`src/rtl/command_scheduler.sv`:
```
// Command scheduler: assembles 3-byte UART commands into a FIFO and sequences
// each through an executor start/done handshake and an acknowledge handshake.
module command_scheduler #(
   parameter int DEPTH      = 4,
   parameter int GAP_CYCLES = 1024,
   parameter int TIMEOUT    = 2**30
) (
   input  logic       clk,
   input  logic       reset,
   input  logic       rx_valid,
   input  logic [7:0] rx_byte,
   output logic [7:0] lmotor,
   output logic [7:0] rmotor,
   output logic [7:0] dur,
   output logic       exec_start,
   input  logic       exec_done,
   output logic       ack_req,
   input  logic       ack_sent,
   output logic       fault,
   output logic       cmd_dropped,
   output logic [3:0] fifo_count,
   output logic       busy
);

   localparam int PW = (DEPTH > 1) ? $clog2(DEPTH) : 1;
   localparam int GW = $clog2(GAP_CYCLES + 1);
   localparam int WW = $clog2(TIMEOUT + 1);
   localparam logic [GW-1:0] GAP_LAST = GW'(GAP_CYCLES - 1);
   localparam logic [WW-1:0] WD_LAST  = WW'(TIMEOUT - 1);

   localparam logic [2:0] S_IDLE  = 3'd0;
   localparam logic [2:0] S_LOAD  = 3'd1;
   localparam logic [2:0] S_START = 3'd2;
   localparam logic [2:0] S_RUN   = 3'd3;
   localparam logic [2:0] S_ACK   = 3'd4;

   logic [2:0]    state;
   logic [1:0]    idx;
   logic [7:0]    b0, b1;
   logic [GW-1:0] gap_cnt;
   logic [WW-1:0] wd_cnt;
   logic [23:0]   mem [DEPTH];
   logic [PW-1:0] wr_ptr, rd_ptr;
   logic [3:0]    count;
   logic [23:0]   head;
   logic          head_stop, push, pop, full, accept;

   assign full      = (count == 4'(DEPTH));
   assign push      = rx_valid && (idx == 2'd2);
   assign pop       = (state == S_LOAD);
   assign accept    = push && (!full || pop);
   assign head      = mem[rd_ptr];
   assign head_stop = (head[7:0] == 8'd0);

   // Byte assembler; the gap counter clears on expiry, so it can never wrap.
   always_ff @(posedge clk or negedge reset) begin
      if (!reset) begin
         idx     <= 2'd0;
         b0      <= 8'd0;
         b1      <= 8'd0;
         gap_cnt <= '0;
      end else if (rx_valid) begin
         // NOTE: non-blocking assignments keep every register sampling pre-edge values.
         gap_cnt <= '0;
         case (idx)
            2'd0:    begin b0 <= rx_byte; idx <= 2'd1; end
            2'd1:    begin b1 <= rx_byte; idx <= 2'd2; end
            default: idx <= 2'd0;
         endcase
      end else if (idx != 2'd0) begin
         if (gap_cnt >= GAP_LAST) begin
            idx     <= 2'd0;
            gap_cnt <= '0;
         end else begin
            gap_cnt <= gap_cnt + 1'b1;
         end
      end
   end

   // NOTE: storage array has no reset; only pointers and count define validity.
   always_ff @(posedge clk) begin
      if (accept) mem[wr_ptr] <= {b0, b1, rx_byte};
   end

   always_ff @(posedge clk or negedge reset) begin
      if (!reset) begin
         wr_ptr      <= '0;
         rd_ptr      <= '0;
         count       <= 4'd0;
         cmd_dropped <= 1'b0;
      end else begin
         cmd_dropped <= push && full && !pop;
         if (accept) wr_ptr <= wr_ptr + 1'b1;
         if (pop)    rd_ptr <= rd_ptr + 1'b1;
         case ({accept, pop})
            2'b10:   count <= count + 4'd1;
            2'b01:   count <= count - 4'd1;
            default: count <= count;
         endcase
      end
   end

   always_ff @(posedge clk or negedge reset) begin
      if (!reset) begin
         state  <= S_IDLE;
         lmotor <= 8'd0;
         rmotor <= 8'd0;
         dur    <= 8'd0;
         fault  <= 1'b0;
         wd_cnt <= '0;
      end else begin
         case (state)
            S_IDLE: if (count != 4'd0) state <= S_LOAD;
            S_LOAD: begin
               // A zero duration is a stop command: motors off, skip the executor.
               lmotor <= head_stop ? 8'd0 : head[23:16];
               rmotor <= head_stop ? 8'd0 : head[15:8];
               dur    <= head[7:0];
               fault  <= 1'b0;
               state  <= head_stop ? S_ACK : S_START;
            end
            S_START: begin
               wd_cnt <= '0;
               state  <= S_RUN;
            end
            S_RUN: begin
               // wd_cnt==0 marks the first RUN cycle, where exec_done is still stale.
               if (wd_cnt != '0 && exec_done) begin
                  state <= S_ACK;
               end else if (wd_cnt == WD_LAST) begin
                  lmotor <= 8'd0;
                  rmotor <= 8'd0;
                  fault  <= 1'b1;
                  state  <= S_ACK;
               end else begin
                  wd_cnt <= wd_cnt + 1'b1;
               end
            end
            S_ACK:   if (ack_sent) state <= S_IDLE;
            default: state <= S_IDLE;
         endcase
      end
   end

   assign exec_start = (state == S_START);
   assign ack_req    = (state == S_ACK);
   assign busy       = (state != S_IDLE);
   assign fifo_count = count;

endmodule
```
`config.mk`:
```
export PLATFORM = sky130hd
export DESIGN_NAME = command_scheduler
export DESIGN_NICKNAME = d
export VERILOG_FILES = /design/src/rtl/command_scheduler.sv
export SDC_FILE = /design/constraint.sdc
export NUM_CORES = 1
export LEC_CHECK = 0
export ABC_AREA = 1
export BUFFER_PORTS_ARGS = -buffer_cell sky130_fd_sc_hd__buf_4
export CORE_MARGIN = 3
export CORE_UTILIZATION = 38
export CTS_BUF_LIST = sky130_fd_sc_hd__clkbuf_2
export CTS_CLUSTER_DIAMETER = 100
export DETAILED_ROUTE_END_ITERATION = 10
export PLACE_DENSITY = 0.61
export SLEW_MARGIN = 20
export SYNTH_ARGS = -nofsm -noshare
export SYNTH_HDL_FRONTEND = slang
export SYNTH_SLANG_ARGS = --single-unit
```
`constraint.sdc`:
```
create_clock -name clk -period 2.6 [get_ports clk]
set_clock_uncertainty 0.2 [all_clocks]
set_input_delay 0.39 -clock clk [delete_from_list [all_inputs] [get_ports clk]]
set_output_delay 0.39 -clock clk [all_outputs]
set_load 0.05 [all_outputs]
```
[Word-level counts from Yosys, hierarchy flattened]
Memory sizes are Yosys's and may differ from the RTL's.
Index checks and enable logic that the tools add are counted.
Operators by class
  mux-type cells: 28
  magnitude comparators: 1
  add/subtract/negate cells: 6
  equal/unequal tests: 16
  reductions and logical operators: 26
Operators by type and width (number)
  2-to-1 mux 31 bit: 2
  case mux 31 bit (2 select lines): 1
  2-to-1 mux 11 bit: 3
  2-to-1 mux 8 bit: 4
  case mux 8 bit (2 select lines): 2
  adder 31 x 1 -> 31 bit, second input constant: 1
  == test 31 x 30 -> 1 bit, second input constant: 1
  nonzero test 31 bit: 1
  2-to-1 mux 3 bit: 5
  case mux 3 bit (5 select lines): 1
  nonzero test 2 bit: 6
  adder 11 x 1 -> 11 bit, second input constant: 1
  >= comparator 11 x 10 -> 1 bit, second input constant: 1
  AND reduction 3 bit: 3
  zero test 8 bit: 1
  inequality test 2 bit, second input constant: 4
  case mux 4 bit (2 select lines): 1
  == test 3 x 2 -> 1 bit, second input constant: 2
  2-to-1 mux 2 bit: 3
  AND reduction 2 bit: 3
  logical AND 1 bit: 5
  adder 2 x 1 -> 2 bit, second input constant: 2
  adder 4 x 1 -> 4 bit, second input constant: 1
  == test 2 x 1 -> 1 bit, second input constant: 2
  other kinds (16): 21
Storage, ports and cells
  memories: 1
  output and inout port bits: 33
  flip-flop bits (word level): 97
  RAM bits: 96
  bits of input ports: 13
  word-level logic and storage cells: 92
Memory list
  mem: depth 4, width 24, rd ports 1, clocked after Yosys merged registers in 0, write ports 1, line 42  | logic [23:0] mem [DEPTH];

[Depth between registers and ports, before layout]
Gate-level depths: netlist of the first run.
  depth in word-level cells: 6
  mapped depth: 14
  depth with buffers taken out: 14

[Worst setup path before layout of the first run]
OpenSTA, ideal clock, no wires.
  path kind: flip-flop to flip-flop
  start: register count[1], in the netlist fifo_count[1]
  end: memory mem[0][0], enable pin
  setup time: 0.405 ns
  data arrival time: 2.133 ns
  data required time: 1.995 ns
  period minus slack after synthesis: 2.737 ns
  setup slack: -0.137 ns
  buffers on the path: 0
  stages on the path, launching flop included: 5
  cell sequence: dfrtp_1 nor2_1 nand4_1 nand2_1 nor2_1
On the way
  cells in the longest elaborated chain, start to end: 6
Ends and longest elaborated chain
  start: declaration: line 44  | logic [3:0] count;
  start signal: assignment: line 96  | 2'b10: count <= count + 4'd1;
  start signal: assignment: line 97  | 2'b01: count <= count - 4'd1;
  start signal: assignment: line 98  | default: count <= count;
  == test 4 x 3 -> 1 bit: line 48  | assign full = (count == 4'(DEPTH));
  zero test 1 bit: line 51  | assign accept = push && (!full || pop);
  logical OR 1 bit: line 51
  logical AND 1 bit: line 51
  2-to-1 mux 1 bit: line 82  | if (accept) mem[wr_ptr] <= {b0, b1, rx_byte};
  2-to-1 mux 1 bit (not written as such): line 82
  end: declaration: line 42
Every way passes these cells.

[Worst setup path in the final report of the first run]
  start: register count[0], in the netlist fifo_count[0]
  end: register count[3], in the netlist fifo_count[3]
On the way
  cells in the longest elaborated chain, start to end: 6
  elaborated cells between the ends (all ways): 10
  classes of those cells: add/sub: 2; eq/ne: 3; mux: 1; reduce/logical: 4
Ends and longest elaborated chain
  == test 4 x 3 -> 1 bit: line 48
  zero test 1 bit: line 51
  logical OR 1 bit: line 51
  logical AND 1 bit: line 51
  == test 2 x 1 -> 1 bit or == test 2 bit (tied branches): line 95  | case ({accept, pop})
  case mux 4 bit (2 select lines) or nonzero test 2 bit (tied branches)
Parallel ways exist; a longest one is shown, timed or not.
A chain may end at the register's enable or synchronous reset.

==> results of run 1 <==
## stage by stage
stage / instance area (um^2) / TNS, ns
after CTS: 9770 / 0
after detailed placement: 9390 / 0
final: 9800 / 0
after floorplan: 8650 / -13.20
after global routing: 9800 / 0
after global placement: 9390 / 0
## layout by cell type, fill, tap and decap left out, types with 2 or more instances in the layout
| cell type | count |
|---|---|
| or2_2 | 3 |
| inv_1 | 67 |
| or2_0 | 2 |
| nor2_1 | 100 |
| clkinv_1 | 2 |
| nor3_1 | 12 |
| xor2_1 | 21 |
| nand2_2 | 4 |
| clkbuf_2 | 18 |
| dfrtp_1 | 96 |
| o21ai_2 | 4 |
| buf_4 | 64 |
| dlygate4sd3_1 | 13 |
| nor4_1 | 2 |
| nor2_2 | 8 |
| clkinv_2 | 2 |
| diode_2 | 2 |
| ha_1 | 10 |
| a21oi_1 | 9 |
| o31ai_1 | 2 |
| buf_12 | 6 |
| xnor2_1 | 6 |
| nand2_1 | 230 |
| edfxtp_1 | 96 |
| o21ai_1 | 21 |
| o22ai_1 | 15 |
| o21ai_0 | 76 |
| inv_6 | 4 |
| nand3_1 | 61 |
| nand4_1 | 5 |
| inv_2 | 4 |
| nor2_4 | 2 |
## power breakdown
part | leakage [nW] | switching [mW] | internal, mW
Clock | 0.144 | 1.04 | 0.369
Combinational | 1.80 | 2.79 | 1.24
Sequential | 2.13 | 0.408 | 3.90
Total | 4.08 | 4.24 | 5.51
## flip-flops by register name, summed over array words and instances, names as in the netlist
name and count:
wd_cnt 31, fifo_count 4, mem 96, gap_cnt 11, rmotor 8, rd_ptr 2, b1 8, wr_ptr 2
lmotor 8, idx 2, state 3, cmd_dropped 1, fault 1, b0 8, dur 8
## layer usage
layer | up-vias | GRT usage | part of all wire
met4 | 0 | 0.0329 | 0.0081
met3 | 8 | 0.0346 | 0.033
met2 | 93 | 0.273 | 0.50
met5 | - | 0 | 0
li1 | 3110 | - | -
met1 | 2954 | 0.206 | 0.46
## area by class of cell
type	count	area [um^2]
Fill cell	2089	12300
Sequential cell	193	5310
Multi-Input combinational cell	602	2920
Timing Repair Buffer	83	731
Tap cell	280	350
Inverter	70	263
Clock inverter	14	129
Clock buffer	18	90.1
Antenna cell	2	5.00
## critical path: cells and delay by family (launching register included)
| kind | cells | cell delay (ns) |
|---|---|---|
| and+or+nand+nor | 8 | 0.86 |
| DFF | 1 | 0.51 |
| adders and majority gates | 2 | 0.44 |
| AOI/OAI and AO/OA | 1 | 0.15 |
| xor gates and xnor gates | 1 | 0.13 |
## cell families (layout without fill, tap and decap cells)
logic type | Yosys count | in the layout | share of synthesized area
compound gates | 131 | 131 | 0.0816
xor+xnor | 27 | 27 | 0.0273
fa+ha+maj | 11 | 11 | 0.0168
buf+inv | 101 | 185 | 0.0512
flops | 193 | 193 | 0.614
other cells | 0 | 2 | 0
simple gates | 433 | 433 | 0.209
## timing repair
item / in CTS / in global routing
buffers inserted: 0 / 2
resized for setup: 1 / 3
hold buffers: 14 / 0
setup endpoints to repair: 3 / 1
hold endpoints to repair: 168 / 0
## path summary, 6_finish.rpt
| path | cells after the start | startpoint | end |
|---|---|---|---|
| hold / removal | 2 | rx_byte[7] | mem[2][7] |
| setup / recovery | 12 | fifo_count[0] | fifo_count[3] |
| hold reg to reg | 2 | gap_cnt[10] | gap_cnt[10] |
| min in group asynchronous | 4 | reset | wd_cnt[24] |
| max in group asynchronous | 4 | reset | b0[6] |
| setup reg to reg | 12 | fifo_count[0] | fifo_count[3] |
==> metrics.cfg, run 1 <==
[synthesis]
synth_flop_cell=dfrtp_1
syn_avg_cell_area_um2=9.65
seq_area_frac_synth=0.614
synthesis.nets=920
synth_top_area_share=0.333
synthArstFlopShare=0.503
yosysTopAreaCell=edfxtp_1
synth_enable_flop_cells=96
yosysUniqueCellTypes=38
synth.most_common_cell=nand2_1
syn_inst=896
yosysWarnings=0
synth_area_leaders=edfxtp_1, dfrtp_1, nand2_1
synth_commonest_cells=nand2_1, nor2_1, dfrtp_1
yosys_register_bits=193
syn_area_mm2=0.00865

[worst_setup_path]
crit_chain=nor2_1 -> nand4_1 -> nand2_2 -> ha_1 -> ha_1 -> nand2_1 -> nand2_1 -> a21oi_1 -> nor2_1 -> nor2_1 -> nand2_1 -> xor2_1
worst_ep_required_time_ns=3.03
end_kind=flip-flop
slowest_stage=dfrtp_2
cp_max_fo=5
critPathLaunchType=flip-flop
rrSetupSlack_ns=0.20
critical_path_class=flip-flop to flip-flop
slowest_delay_ns=0.51
crit_arrival_ns=2.83

[clock_network]
numCtsBuffers=17
cts.reportedPaths.clkPinSlew_ns=0.30
cts_buffer_depth=2
cts_max_level=4
clk_latency_ns=0.74
root_buffer=clkbuf_2
cts.sinks=193
cts_tree=yes

[timing]
fin_ws_ns=0.203
clock.fmax_mhz=417
tightest_slew_ns=0.612
setup_viol=0
rsz0062_at_grt=false
slew_viol_final=0
fin_crit_sh=0.922
hold_viol=0
hold_ws_ns=0.190
slew_headroom=0.591
finalCriticalPeriod_ns=2.40

[floorplan]
rows=54
die_y_um=157
die_x_um=157
pin_count=46
die_area_mm2=0.0246
start_util=0.391
core_mm2=0.0221

[placement]
place.gp.congestion=0.881
hpwl_mm=13.0
dp_cells=1212
port_buffers=45
place_ws_ns=0.0209

[cells_and_area]
final_nets=991
syn_to_final_growth_pct=13.3
fin_util=0.443
instances_no_fill=1262
layout-drive-gt1-share=0.132

[global_route]
grt_max_degree=66
overflow=0
grt_pass1_wl_mm=30.9
grt_pass1_vias=5933
antenna_found_initial=1
gr-usage-all-layers=0.158

[routing]
post_drt_wl_per_cell_um=14.9
drt_wl_total_mm=18.9
drt_iter0_drc=309
via_per_inst=4.89
post-route-drc-count=0
dr.pass1.iters=5
vias=6165
ant_nets=0

[flow_run]
cap_violations=0

[power_and_ir_drop]
finalPower_mw=9.74
peakVddDrop_v=0.000501
p_per_area_mw_per_mm2=995
leakage_nw=4.08

[min_path]
hold_path.class=primary input to flip-flop

[status]
outcome=complete, no violations

Power figures use the tool's default switching activity.
==> inputs of run 2 (changes only) <==
--- a/config.mk
+++ b/config.mk
@@ -7,6 +7,7 @@
 export LEC_CHECK = 0
 export ABC_AREA = 1
 export BUFFER_PORTS_ARGS = -buffer_cell sky130_fd_sc_hd__buf_4
+export CORE_ASPECT_RATIO = 0.8
 export CORE_MARGIN = 3
 export CORE_UTILIZATION = 38
 export CTS_BUF_LIST = sky130_fd_sc_hd__clkbuf_2
==> metrics.cfg, run 2 (synthesis gave the netlist of run 1 again) <==
[routing]
drt_wl_total_mm=19.7
dr.pass1.iters=5
post-route-drc-count=0
ant_nets=0
drt_iter0_drc=516
vias=6213
post_drt_wl_per_cell_um=15.3
via_per_inst=4.84

[power_and_ir_drop]
seqPwrFrac=0.434
leakage_nw=4.08
p_per_area_mw_per_mm2=1010
p_int_mw=5.59
combPwrFrac=0.414
netSwitchingPower_mw=4.31
peakVddDrop_v=0.000455
switching_share=0.435
clkPwrFrac=0.152
finalPower_mw=9.91

[timing]
finalCriticalPeriod_ns=2.44
tightest_slew_ns=0.666
slew_viol_final=0
fin_ws_ns=0.164
rsz0062_at_grt=false
setup_viol=0
slew_headroom=0.555
tns_ns=0
hold_viol=0
fin_crit_sh=0.937
clock.fmax_mhz=411

[floorplan]
pin_count=46
rows=48
core_mm2=0.0220
start_util=0.393
die_y_um=141
die_area_mm2=0.0246
die_x_um=175

[global_route]
gr-usage-all-layers=0.165
overflow=0
grt_pass1_vias=5876
grt_max_degree=98
grt_pass1_wl_mm=31.9
antenna_found_initial=1

[worst_setup_path]
critical_path_class=flip-flop to primary output
crit_arrival_ns=1.85
cp_max_fo=3
worst_ep_required_time_ns=2.01
critPathLaunchType=flip-flop
end_kind=primary output

[cells_and_area]
top_regs=mem: 96 flops, wd_cnt: 31 flops, gap_cnt: 11 flops
layout-drive-gt1-share=0.135
final_cell_mix=nand2_1, nor2_1, dfrtp_1
regMostFlops=mem
instances_no_fill=1284
layout_commonest_cell=nand2_1
largest_reg_flops=96
final_nets=994
syn_to_final_growth_pct=13.7
fin_util=0.447

[clock_network]
cts.sinks=193
cts_max_level=4
cts.reportedPaths.clkPinSlew_ns=0.27
root_buffer=clkbuf_2
cts_buffer_depth=2
clk_latency_ns=0.75
cts_tree=yes
numCtsBuffers=17

[placement]
place.gp.congestion=0.854
place_ws_ns=0.246
dp_cells=1236
hpwl_mm=13.2
port_buffers=45

[flow_run]
cap_violations=0

[status]
outcome=complete, no violations

[min_path]
hold_path.class=primary input to flip-flop

## run 2: cell count changes in the layout (fill, tap and decap cells not counted), sizes merged
cell      delta
diode        -1
bufinv       +1
inv          -2
buf          +3
clkinvlp     +4
clkinv       -3
## run 2: per-layer routing
metal  vias up  track usage  share of wire
met5         -            0              0
met4         0       0.0323         0.0068
met3        10       0.0412          0.054
met2       139        0.239           0.43
met1      2947        0.252           0.51
li1       3117            -              -
## run 2: layout make-up
cell class,instances,area (um^2)
antenna,1,2.50
clock buffer,18,90.1
clock inverter,14,151
fill,2160,12200
inverter,70,263
multi-input combinational,602,2910
sequential,193,5310
tap,300,375
timing repair buffer,86,728
## run 2: repair_timing
item,4_1_cts,5_1_grt
hold buffers,13,0
setup endpoints to repair,0,2
resized for setup,0,2
setup buffers,0,2
hold endpoints to repair,173,0
## run 2: final timing paths
check	from	endpoint	slack, ns	depth (start not counted)
setup / recovery	state[0]	ack_req	0.16	3
hold / removal	rx_byte[4]	mem[3][4]	0.18	2
setup reg to reg	state[0]	fifo_count[3]	0.22	14
max in group asynchronous	reset	b1[7]	1.16	4
min in group asynchronous	reset	wd_cnt[16]	0.58	4
hold reg to reg	gap_cnt[10]	gap_cnt[10]	0.31	2
## run 2: metrics by stage
stage / cell area [um^2] / hold slack (ns)
2_1_floorplan: 8650 / -0.106
3_3_place_gp: 9440 / 0.270
3_5_place_dp: 9440 / 0.276
4_1_cts: 9810 / 0.136
5_1_grt: 9830 / 0.103
6_report: 9830 / 0.183
## run 2: power groups by stage
stage                     logic (mW)  registers [mW]  clock network (mW)
after floorplan                 2.19            4.98                   0
after global placement          4.01            4.36                   0
after detailed placement        4.08            4.38                   0
after CTS                       4.11            4.31                1.55
after global routing            4.57            4.39                1.68
final                           4.10            4.30                1.51
## run 2: critical path: stages (launching register included)
cell     delay, ns
dfrtp_1       0.46
buf_4         0.15
nor3_1        0.25
buf_4         0.25
==> inputs of run 3 (changes only) <==
--- a/config.mk
+++ b/config.mk
@@ -10,7 +10,7 @@
 export CORE_ASPECT_RATIO = 0.8
 export CORE_MARGIN = 3
 export CORE_UTILIZATION = 38
-export CTS_BUF_LIST = sky130_fd_sc_hd__clkbuf_2
+export CTS_BUF_LIST = sky130_fd_sc_hd__clkbuf_8
 export CTS_CLUSTER_DIAMETER = 100
 export DETAILED_ROUTE_END_ITERATION = 10
 export PLACE_DENSITY = 0.61
==> metrics.cfg, run 3 (synthesis gave the netlist of run 1 again) <==
[placement]
place.gp.congestion=0.854
hpwl_mm=13.2
dp_cells=1236
port_buffers=45
place_ws_ns=0.246

[clock_network]
cts.reportedPaths.clkPinSlew_ns=0.09
root_buffer=clkbuf_8
clk_latency_ns=0.46
cts_buffer_depth=2
cts_max_level=4
cts_tree=yes
cts.sinks=193
numCtsBuffers=17

[worst_setup_path]
critical_path_class=flip-flop to flip-flop
slowest_stage=dfrtp_1
cp_max_fo=5
end_kind=flip-flop
worst_ep_required_time_ns=2.74
rrSetupSlack_ns=0.24
crit_chain=inv_1 -> nor2_1 -> nand2_1 -> nand4_1 -> nand2_1 -> ha_1 -> ha_1 -> nand2_1 -> nand2_1 -> a21oi_1 -> nor2_1 -> nor2_1 -> nand2_1 -> xor2_1
crit_path_frequent_cell=nand2_1
crit_arrival_ns=2.50
slowest_delay_ns=0.38
critPathLaunchType=flip-flop

[floorplan]
die_x_um=175
start_util=0.393
pin_count=46
die_y_um=141
die_area_mm2=0.0246
rows=48
core_mm2=0.0220

[cells_and_area]
layout_commonest_cell=nand2_1
syn_to_final_growth_pct=14.9
layout-drive-gt1-share=0.133
fin_util=0.452
num_antenna_cells=0
final_cell_mix=nand2_1, nor2_1, dfrtp_1
instances_no_fill=1280
final_nets=991
top_regs=mem: 96 flops, wd_cnt: 31 flops, gap_cnt: 11 flops
regMostFlops=mem
largest_reg_flops=96

[timing]
setup_viol=0
fin_ws_ns=0.238
clock.fmax_mhz=423
fin_crit_sh=0.908
tns_ns=0
hold_viol=0
slew_headroom=0.548
finalCriticalPeriod_ns=2.36
slew_viol_final=0
rsz0062_at_grt=false
tightest_slew_ns=0.675

[global_route]
gr-usage-all-layers=0.164
grt_pass1_wl_mm=31.8
grt_pass1_vias=5873
overflow=0
grt_max_degree=98
antenna_found_initial=0

[routing]
dr.pass1.iters=4
via_per_inst=4.84
post-route-drc-count=0
drt_iter0_drc=509
ant_nets=0
wl_met2_mm=8.34
m1WireLength_mm=9.78
post_drt_wl_per_cell_um=15.2
top_layer_used=met4
vias=6198
drt_wl_total_mm=19.5
wl_met3_mm=1.21

[status]
outcome=complete, no violations

[power_and_ir_drop]
peakVddDrop_v=0.000456
p_per_area_mw_per_mm2=1040
finalPower_mw=10.3
leakage_nw=4.12

[min_path]
hold_path.class=primary input to flip-flop

[flow_run]
cap_violations=0

## run 3: critical path, delay by kind of cell, from the launching register on
family	cells	cell delay [ns]
adders and majority gates	2	0.51
DFF	1	0.38
AOI/OAI and AO/OA	1	0.16
xor gates and xnor gates	1	0.14
and+or+nand+nor	9	0.78
buffers and inverters	1	0.08
## run 3: cell type report
| cell class | count | area (um^2) |
|---|---|---|
| clock buffer | 17 | 234 |
| timing repair buffer | 83 | 698 |
| tap | 300 | 375 |
| sequential | 193 | 5310 |
| clock inverter | 15 | 155 |
| inverter | 70 | 263 |
| multi-input combinational | 602 | 2910 |
| fill | 2132 | 12000 |
## run 3: per-layer routing
layer | up-vias | track usage
met5 | - | 0
met3 | 17 | 0.0415
met1 | 2923 | 0.251
met2 | 154 | 0.237
li1 | 3104 | -
met4 | 0 | 0.0327
## run 3: final timing paths
path | from | endpoint | depth (start not counted)
setup / recovery | state[0] | fifo_count[3] | 14
hold / removal | rx_valid | cmd_dropped | 4
setup reg to reg | state[0] | fifo_count[3] | 14
hold reg to reg | dur[0] | dur[0] | 2
max in group asynchronous | reset | b1[7] | 3
min in group asynchronous | reset | wd_cnt[16] | 3
## run 3: report_power, final
| part | switching [mW] | total, mW | internal, mW |
|---|---|---|---|
| Combinational | 2.84 | 4.08 | 1.24 |
| Sequential | 0.407 | 4.30 | 3.90 |
| Clock | 1.08 | 1.94 | 0.864 |
## run 3: metrics by stage
stage / hold slack [ns] / cell area, um^2
6_report: 0.138 / 9940
5_1_grt: 0.124 / 9940
4_1_cts: 0.105 / 9930
3_5_place_dp: 0.276 / 9440
3_3_place_gp: 0.270 / 9440
2_1_floorplan: -0.106 / 8650
## run 3: timing repair
| action | 4_1_cts | 5_1_grt |
|---|---|---|
| hold buffers | 10 | 0 |
| endpoints found under the setup margin | 0 | 1 |
| resized for setup | 0 | 0 |
| hold endpoints to repair | 130 | 0 |
| setup buffers | 0 | 2 |
